$ cat config.mk
export PLATFORM = sky130hd
export DESIGN_NAME = fixed_point_bias_add
export DESIGN_NICKNAME = d
export VERILOG_FILES = /design/src/rtl/fixed_point_bias_add.sv
export SDC_FILE = /design/constraint.sdc
export NUM_CORES = 1
export LEC_CHECK = 0
export CAP_MARGIN = 20
export CORE_ASPECT_RATIO = 1.75
export CORE_MARGIN = 2
export CORE_UTILIZATION = 25
export DETAILED_ROUTE_END_ITERATION = 8
export PLACE_DENSITY = 0.45
export SETUP_SLACK_MARGIN = 0.05
export SKIP_LAST_GASP = 1
export SYNTH_ARGS = -nofsm -noshare
export SYNTH_HDL_FRONTEND = slang
export SYNTH_SLANG_ARGS = --single-unit
$ cat constraint.sdc
create_clock -name clk -period 3.2 [get_ports clk]
set_clock_uncertainty 0.15 [all_clocks]
set_input_delay 0.48 -clock clk [delete_from_list [all_inputs] [get_ports clk]]
set_output_delay 0.48 -clock clk [all_outputs]
set_load 0.02 [all_outputs]
$ cat src/rtl/fixed_point_bias_add.sv
// Element-wise signed fixed-point bias add with round-half-up and saturation.
// The data and bias streams are joined, summed in stage 1 at the finer of the
// two input formats, then converted to the output format in stage 2. A beat
// counter marks the last beat of every bias vector.
module fixed_point_bias_add #(
  parameter int unsigned DATA_IN_PRECISION_0  = 16,
  parameter int unsigned DATA_IN_PRECISION_1  = 3,
  parameter int unsigned BIAS_PRECISION_0     = 16,
  parameter int unsigned BIAS_PRECISION_1     = 3,
  parameter int unsigned DATA_OUT_PRECISION_0 = 16,
  parameter int unsigned DATA_OUT_PRECISION_1 = 3,
  parameter int unsigned TENSOR_SIZE_DIM_0    = 32,
  parameter int unsigned PARALLELISM_DIM_0    = 1,
  parameter int unsigned PARALLELISM_DIM_1    = 1,
  parameter int unsigned BIAS_DEPTH           = TENSOR_SIZE_DIM_0 / PARALLELISM_DIM_0
) (
  input  logic                            clk,
  input  logic                            rst,
  input  logic [DATA_IN_PRECISION_0-1:0]  data_in [PARALLELISM_DIM_0*PARALLELISM_DIM_1],
  input  logic                            data_in_valid,
  output logic                            data_in_ready,
  input  logic [BIAS_PRECISION_0-1:0]     bias [PARALLELISM_DIM_0*PARALLELISM_DIM_1],
  input  logic                            bias_valid,
  output logic                            bias_ready,
  output logic [DATA_OUT_PRECISION_0-1:0] data_out [PARALLELISM_DIM_0*PARALLELISM_DIM_1],
  output logic                            data_out_valid,
  input  logic                            data_out_ready,
  output logic                            data_out_last
);

  localparam int unsigned P      = PARALLELISM_DIM_0 * PARALLELISM_DIM_1;
  localparam int unsigned F      = (DATA_IN_PRECISION_1 > BIAS_PRECISION_1) ?
                                   DATA_IN_PRECISION_1 : BIAS_PRECISION_1;
  localparam int unsigned DiInt  = DATA_IN_PRECISION_0 - DATA_IN_PRECISION_1;
  localparam int unsigned BInt   = BIAS_PRECISION_0 - BIAS_PRECISION_1;
  localparam int unsigned IntW   = (DiInt > BInt) ? DiInt : BInt;
  // One guard bit on top of the aligned operands: the sum can never overflow.
  localparam int unsigned SumW   = IntW + F + 1;
  localparam int unsigned ShDi   = F - DATA_IN_PRECISION_1;
  localparam int unsigned ShB    = F - BIAS_PRECISION_1;
  localparam int unsigned RndK   = (DATA_OUT_PRECISION_1 < F) ? F - DATA_OUT_PRECISION_1 : 0;
  localparam int unsigned RndSh  = (RndK > 0) ? RndK - 1 : 0;
  localparam int unsigned ShOut  = (DATA_OUT_PRECISION_1 > F) ? DATA_OUT_PRECISION_1 - F : 0;
  // Extra bit for the rounding add, plus room for any left shift, plus a sign
  // bit so the saturation bounds are representable.
  localparam int unsigned ConvW  = SumW + 1 + ShOut;
  localparam int unsigned WideW  = ((ConvW > DATA_OUT_PRECISION_0) ?
                                    ConvW : DATA_OUT_PRECISION_0) + 1;
  localparam int unsigned CntW   = (BIAS_DEPTH > 1) ? $clog2(BIAS_DEPTH) : 1;

  localparam logic signed [WideW-1:0] RndAdd = (RndK > 0) ? (WideW'(1) << RndSh) : '0;
  localparam logic signed [WideW-1:0] OutMax =
      (WideW'(1) << (DATA_OUT_PRECISION_0 - 1)) - WideW'(1);
  localparam logic signed [WideW-1:0] OutMin = ~OutMax;

  logic                            s1_valid_q;
  logic                            s1_last_q;
  logic signed [SumW-1:0]          s1_sum_q [P];
  logic                            out_valid_q;
  logic                            out_last_q;
  logic [DATA_OUT_PRECISION_0-1:0] out_data_q [P];
  logic [CntW-1:0]                 cnt_q;

  logic                            s1_ready;
  logic                            s2_ready;
  logic                            fire;
  logic                            cnt_last;
  logic signed [SumW-1:0]          a_ext [P];
  logic signed [SumW-1:0]          b_ext [P];
  logic signed [SumW-1:0]          sum_d [P];
  logic signed [WideW-1:0]         wide [P];
  logic [DATA_OUT_PRECISION_0-1:0] conv_d [P];

  assign s2_ready      = !out_valid_q || data_out_ready;
  assign s1_ready      = !s1_valid_q || s2_ready;
  assign data_in_ready = bias_valid && s1_ready;
  assign bias_ready    = data_in_valid && s1_ready;
  assign fire          = data_in_valid && bias_valid && s1_ready;
  assign cnt_last      = (cnt_q == CntW'(BIAS_DEPTH - 1));

  assign data_out       = out_data_q;
  assign data_out_valid = out_valid_q;
  assign data_out_last  = out_last_q;

  // Align both operands to F fractional bits and sum them.
  always_comb begin
    for (int unsigned i = 0; i < P; i++) begin
      a_ext[i] = {{(SumW - DATA_IN_PRECISION_0){data_in[i][DATA_IN_PRECISION_0-1]}},
                  data_in[i]} << ShDi;
      b_ext[i] = {{(SumW - BIAS_PRECISION_0){bias[i][BIAS_PRECISION_0-1]}},
                  bias[i]} << ShB;
      sum_d[i] = a_ext[i] + b_ext[i];
    end
  end

  // Round half-up (or widen) to the output format, then saturate.
  always_comb begin
    for (int unsigned i = 0; i < P; i++) begin
      wide[i] = {{(WideW - SumW){s1_sum_q[i][SumW-1]}}, s1_sum_q[i]};
      wide[i] = (wide[i] + RndAdd) >>> RndK;
      wide[i] = wide[i] <<< ShOut;
      if (wide[i] > OutMax) begin
        conv_d[i] = OutMax[DATA_OUT_PRECISION_0-1:0];
      end else if (wide[i] < OutMin) begin
        conv_d[i] = OutMin[DATA_OUT_PRECISION_0-1:0];
      end else begin
        conv_d[i] = wide[i][DATA_OUT_PRECISION_0-1:0];
      end
    end
  end

  // Stage 1: capture the sum and its last flag on fire; advance the beat counter.
  always_ff @(posedge clk) begin
    if (rst) begin
      s1_valid_q <= 1'b0;
      s1_last_q  <= 1'b0;
      s1_sum_q   <= '{default: '0};
      cnt_q      <= '0;
    end else begin
      if (s1_ready) begin
        s1_valid_q <= fire;
      end
      if (fire) begin
        s1_sum_q  <= sum_d;
        s1_last_q <= cnt_last;
        cnt_q     <= cnt_last ? '0 : cnt_q + CntW'(1);
      end
    end
  end

  // Stage 2: output register, held stable while downstream stalls.
  always_ff @(posedge clk) begin
    if (rst) begin
      out_valid_q <= 1'b0;
      out_last_q  <= 1'b0;
      out_data_q  <= '{default: '0};
    end else if (s2_ready) begin
      out_valid_q <= s1_valid_q;
      if (s1_valid_q) begin
        out_data_q <= conv_d;
        out_last_q <= s1_last_q;
      end
    end
  end

endmodule

* Word level (Yosys, flattened, before mapping) *
Index checks and enable logic that the tools add are counted.

operators by class
  reduce and logical (&&, ||, !) cells = 9
  $lt $le $gt $ge = 2
  multiplexer cells = 3
  equality and inequality tests = 1
  $add $sub $neg = 2

operators by type and width
  operator              count
  $mux 16               2
  $add 16x16->17        1
  $gt 17x16->1 const B  1
  $lt 17x16->1 const B  1
  $add 5x1->5 const B   1
  $eq 5x5->1 const B    1
  $mux 5                1
  $logic_and 1x1->1     4
  $logic_not 1->1       2
  $logic_or 1x1->1      2
  $reduce_and 2->1      1

word-level totals
  output and inout port bits = 20
  logic and storage cells = 24
  bits in registers = 42
  input bits = 37

* Depth between registers and ports, before layout *
  word-level depth = 4
  depth in mapped cells = 7
  mapped depth without buffers = 7

* Worst setup path after synthesis *
No wires, ideal clock.

  path type = input port to flip-flop
  start point = input data_in[0] (netlist bit)
  end point = register s1_sum_q[12] (netlist bit)
  buffers on the path = 0
  arrival time = 2.154 ns
  stages = 7
  path slack = 0.771 ns
  data required time = 2.925 ns
  cell sequence = ha_1 fa_1 a21o_2 a221o_1 a311oi_2 or4_1 nand3_1

on the way
  cells in the longest elaborated chain, start to end = 1

RTL lines
  item                  RTL line  RTL
  from (decl)           19        input logic [DATA_IN_PRECISION_0-1:0] data_in [PARALLELISM_DIM_0*PARALLELISM_DIM_1],
  $add 16x16->17        92        sum_d[i] = a_ext[i] + b_ext[i];
  to (signal assigned)  124       s1_sum_q <= sum_d;
  to (decl)             58        logic signed [SumW-1:0] s1_sum_q [P];

Every way passes these cells.
A chain may end at the register's enable or synchronous reset.

* Final worst setup path *
  start point = input data_in[0] (netlist bit)
  end point = register s1_sum_q[16] (netlist bit)

Same word-level chain as after synthesis.

==> flow_summary.yaml <==
sta:
  fin_crit_sh: 0.843
  hold_viol_final: 0
  finalSetupViolations: 0
  maxClockFrequency_ghz: 0.371
  setup_tns_ns: 0
  relSlewSlack: 0.445
  worst_pin_slew_ns: 0.831
  fin_hold_ws_ns: 0.309
  fin_crit_ns: 2.70
  rsz0062_at_grt: "false"
  drv_slew: 0
final_layout:
  final_layout_size_suffix_gt1_frac: 0.0450
  finalNonFillerCells: 503
  nFillCells: 1009
  nNetsFinal: 434
  antennaDiodeCount: 0
  areaGrowthSynthToFinish_pct: 32.9
  final_core_util: 0.339
yosys:
  synth_edf_count: 0
  ys.flop_type: "dfxtp_1"
  synth_common_cells: "a21oi_1, nand2_1, dfxtp_1"
  synth_area_per_cell_um2: 7.66
  synth_area_leaders: "dfxtp_1, a21oi_1, ha_1"
  seq_area_frac_synth: 0.337
  synth_top_area_share: 0.337
  yosysMostFrequentCell: "a21oi_1"
  synth-async-reset-ratio: 0
  ys_types: 49
  synth-seq-cells: 42
  syn_nets: 382
  syn_area_mm2: 0.00250
  yosysWarnings: 0
  synth_area_leader_cell: "dfxtp_1"
  syn_inst: 326
run_status:
  status: "completed"
min_path:
  holdCritStartpoint: "data_out_last$_SDFFE_PP0P_"
  hold_path_end: "data_out_last$_SDFFE_PP0P_"
  min_path_type: "reg -> reg"
  hold_depth: 2
routing:
  dr.first_iter.drc_count: 96
  drtPass1Iterations: 4
  drc: 0
  vias: 2421
  wl_um: 6560
  viasPerCell: 4.81
  wl_per_cell_um: 13.0
  ant_nets: 0
worst_setup_path:
  cp_cell_sequence: "clkdlybuf4s50_1 > ha_1 > fa_1 > a21o_2 > a221o_1 > a311oi_2 > o21ai_2 > a41oi_2"
  cp-end-kind: "flop"
  worstReg2RegEnd: "s1_sum_q[15]$_SDFFE_PP0P_"
  arrival_ns: 2.75
  rrSetupSlack_ns: 1.35
  critical_path.reg2reg.startpoint: "s1_valid_q$_SDFFE_PP0N_"
  r2r_cells: 5
  path_class: "in -> reg"
  max_stage_delay_ns: 0.41
  crit_required_ns: 3.26
  crit_fanout: 3
  start_kind: "primary input"
  slowest_stage: "clkdlybuf4s50_1"
clock_tree:
  clkTransAtPathRegs_ns: 0.06
  htreeDepth: 2
  cts_hold_buf: 0
  cts_sinks: 42
  root_buffer: "clkbuf_16"
  clock_path_buffers: 2
  cts_tree: "yes"
  cts_resized: 0
  clock_latency_ns: 0.28
  post_cts_buffers: 0
  numCtsBuffers: 5
die:
  dieWidth_um: 79.6
  row_count: 48
  io_pins: 57
  dieArea_mm2: 0.0108
  core_mm2: 0.00979
  initial_core_util: 0.255
  die_h_um: 136
global_route:
  grt_pass1_vias: 2142
  antenna_found_initial: 0
  grt.overflow.total: 0
  grt_pass1_wl_um: 10600
  grt_use_total: 0.124
  grt_max_degree: 33
placed_design:
  place_inst: 496
  dp_hpwl_um: 5060
  gp_congestion: 0.831
  port-buffer-count: 56
run:
  maxCapViolCount: 0
power_and_ir_drop:
  ir_worst_vdd_v: 0.000188
  leakage_nw: 1.24
  p_total_mw: 1.40
  power.density_mw_per_mm2: 421
-- through the flow --
stage,worst slack (ns),cell area (um^2)
4_1_cts,0.479,3320
6_report,0.504,3320
2_1_floorplan,0.771,2500
3_5_place_dp,0.184,3190
5_1_grt,0.349,3320
3_3_place_gp,0.220,3190
-- critical path, delay by kind of cell --
kind,cells,cell delay (ns)
fa+ha+maj,2,0.64
compound gates,5,1.23
buf+inv,1,0.41
-- worst max-delay path by stage --
stage | start | end | slack, ns | cells past startpoint
after global routing | data_in[0] | s1_sum_q[12]$_SDFFE_PP0P_ | 0.35 | 8
final | data_in[0] | s1_sum_q[16]$_SDFFE_PP0P_ | 0.50 | 8
after CTS | data_in[0] | s1_sum_q[16]$_SDFFE_PP0P_ | 0.48 | 8
after global placement | data_in[0] | s1_sum_q[12]$_SDFFE_PP0P_ | 0.22 | 8
after floorplan | data_in[0] | s1_sum_q[12]$_SDFFE_PP0P_ | 0.77 | 7
after detailed placement | data_in[0] | s1_sum_q[16]$_SDFFE_PP0P_ | 0.18 | 8
-- placed cells by master, fill, tap and decap left out, types with 7 or more instances in the layout --
cell type / synthesis / routed
ha_1: 18 / 18
dfxtp_1: 42 / 42
xnor2_1: 7 / 7
clkdlybuf4s50_1: 0 / 56
a21oi_1: 54 / 54
o21ai_0: 26 / 26
inv_1: 8 / 8
nand3_1: 13 / 13
nor2_1: 35 / 35
nand2_1: 43 / 43
-- kinds of logic (layout without fill, tap and decap cells) --
kind of cell,count (synthesis),after routing,share of synthesized area
xor gates and xnor gates,10,10,0.0351
DFF,42,42,0.337
AOI/OAI and AO/OA,119,119,0.296
adders and majority gates,19,19,0.0981
and+or+nand+nor,112,112,0.196
buffers and inverters,24,76,0.0376
-- sequential cells by signal, indices dropped and copies added (netlist names) --
register / count
cnt_q: 5
data_out: 16
s1_last_q: 1
s1_valid_q: 1
data_out_valid: 1
s1_sum_q: 17
data_out_last: 1
-- layout make-up --
type	count	area [um^2]	area share
Inverter	8	30.0	0.00904
Sequential cell	42	841	0.253
Multi-Input combinational cell	260	1560	0.471
Clock buffer	7	133	0.0399
Tap cell	125	156	0.0471
Timing Repair Buffer	61	598	0.180
-- report_power, final --
group	internal [mW]	leakage (nW)	switching, mW	total [mW]
Clock	0.285	0.0640	0.190	0.476
Combinational	0.161	0.832	0.180	0.341
Sequential	0.553	0.343	0.0293	0.582
-- routing by layer --
layer	track usage	vias to the layer above	wire length (um)	share of wire
li1	-	1268	-	-
met1	0.152	1082	2880	0.44
met2	0.213	62	3320	0.51
met3	0.0186	9	227	0.035
met4	0.0517	0	127	0.019
met5	0	-	0	0
(Power assumes the default switching activity.)
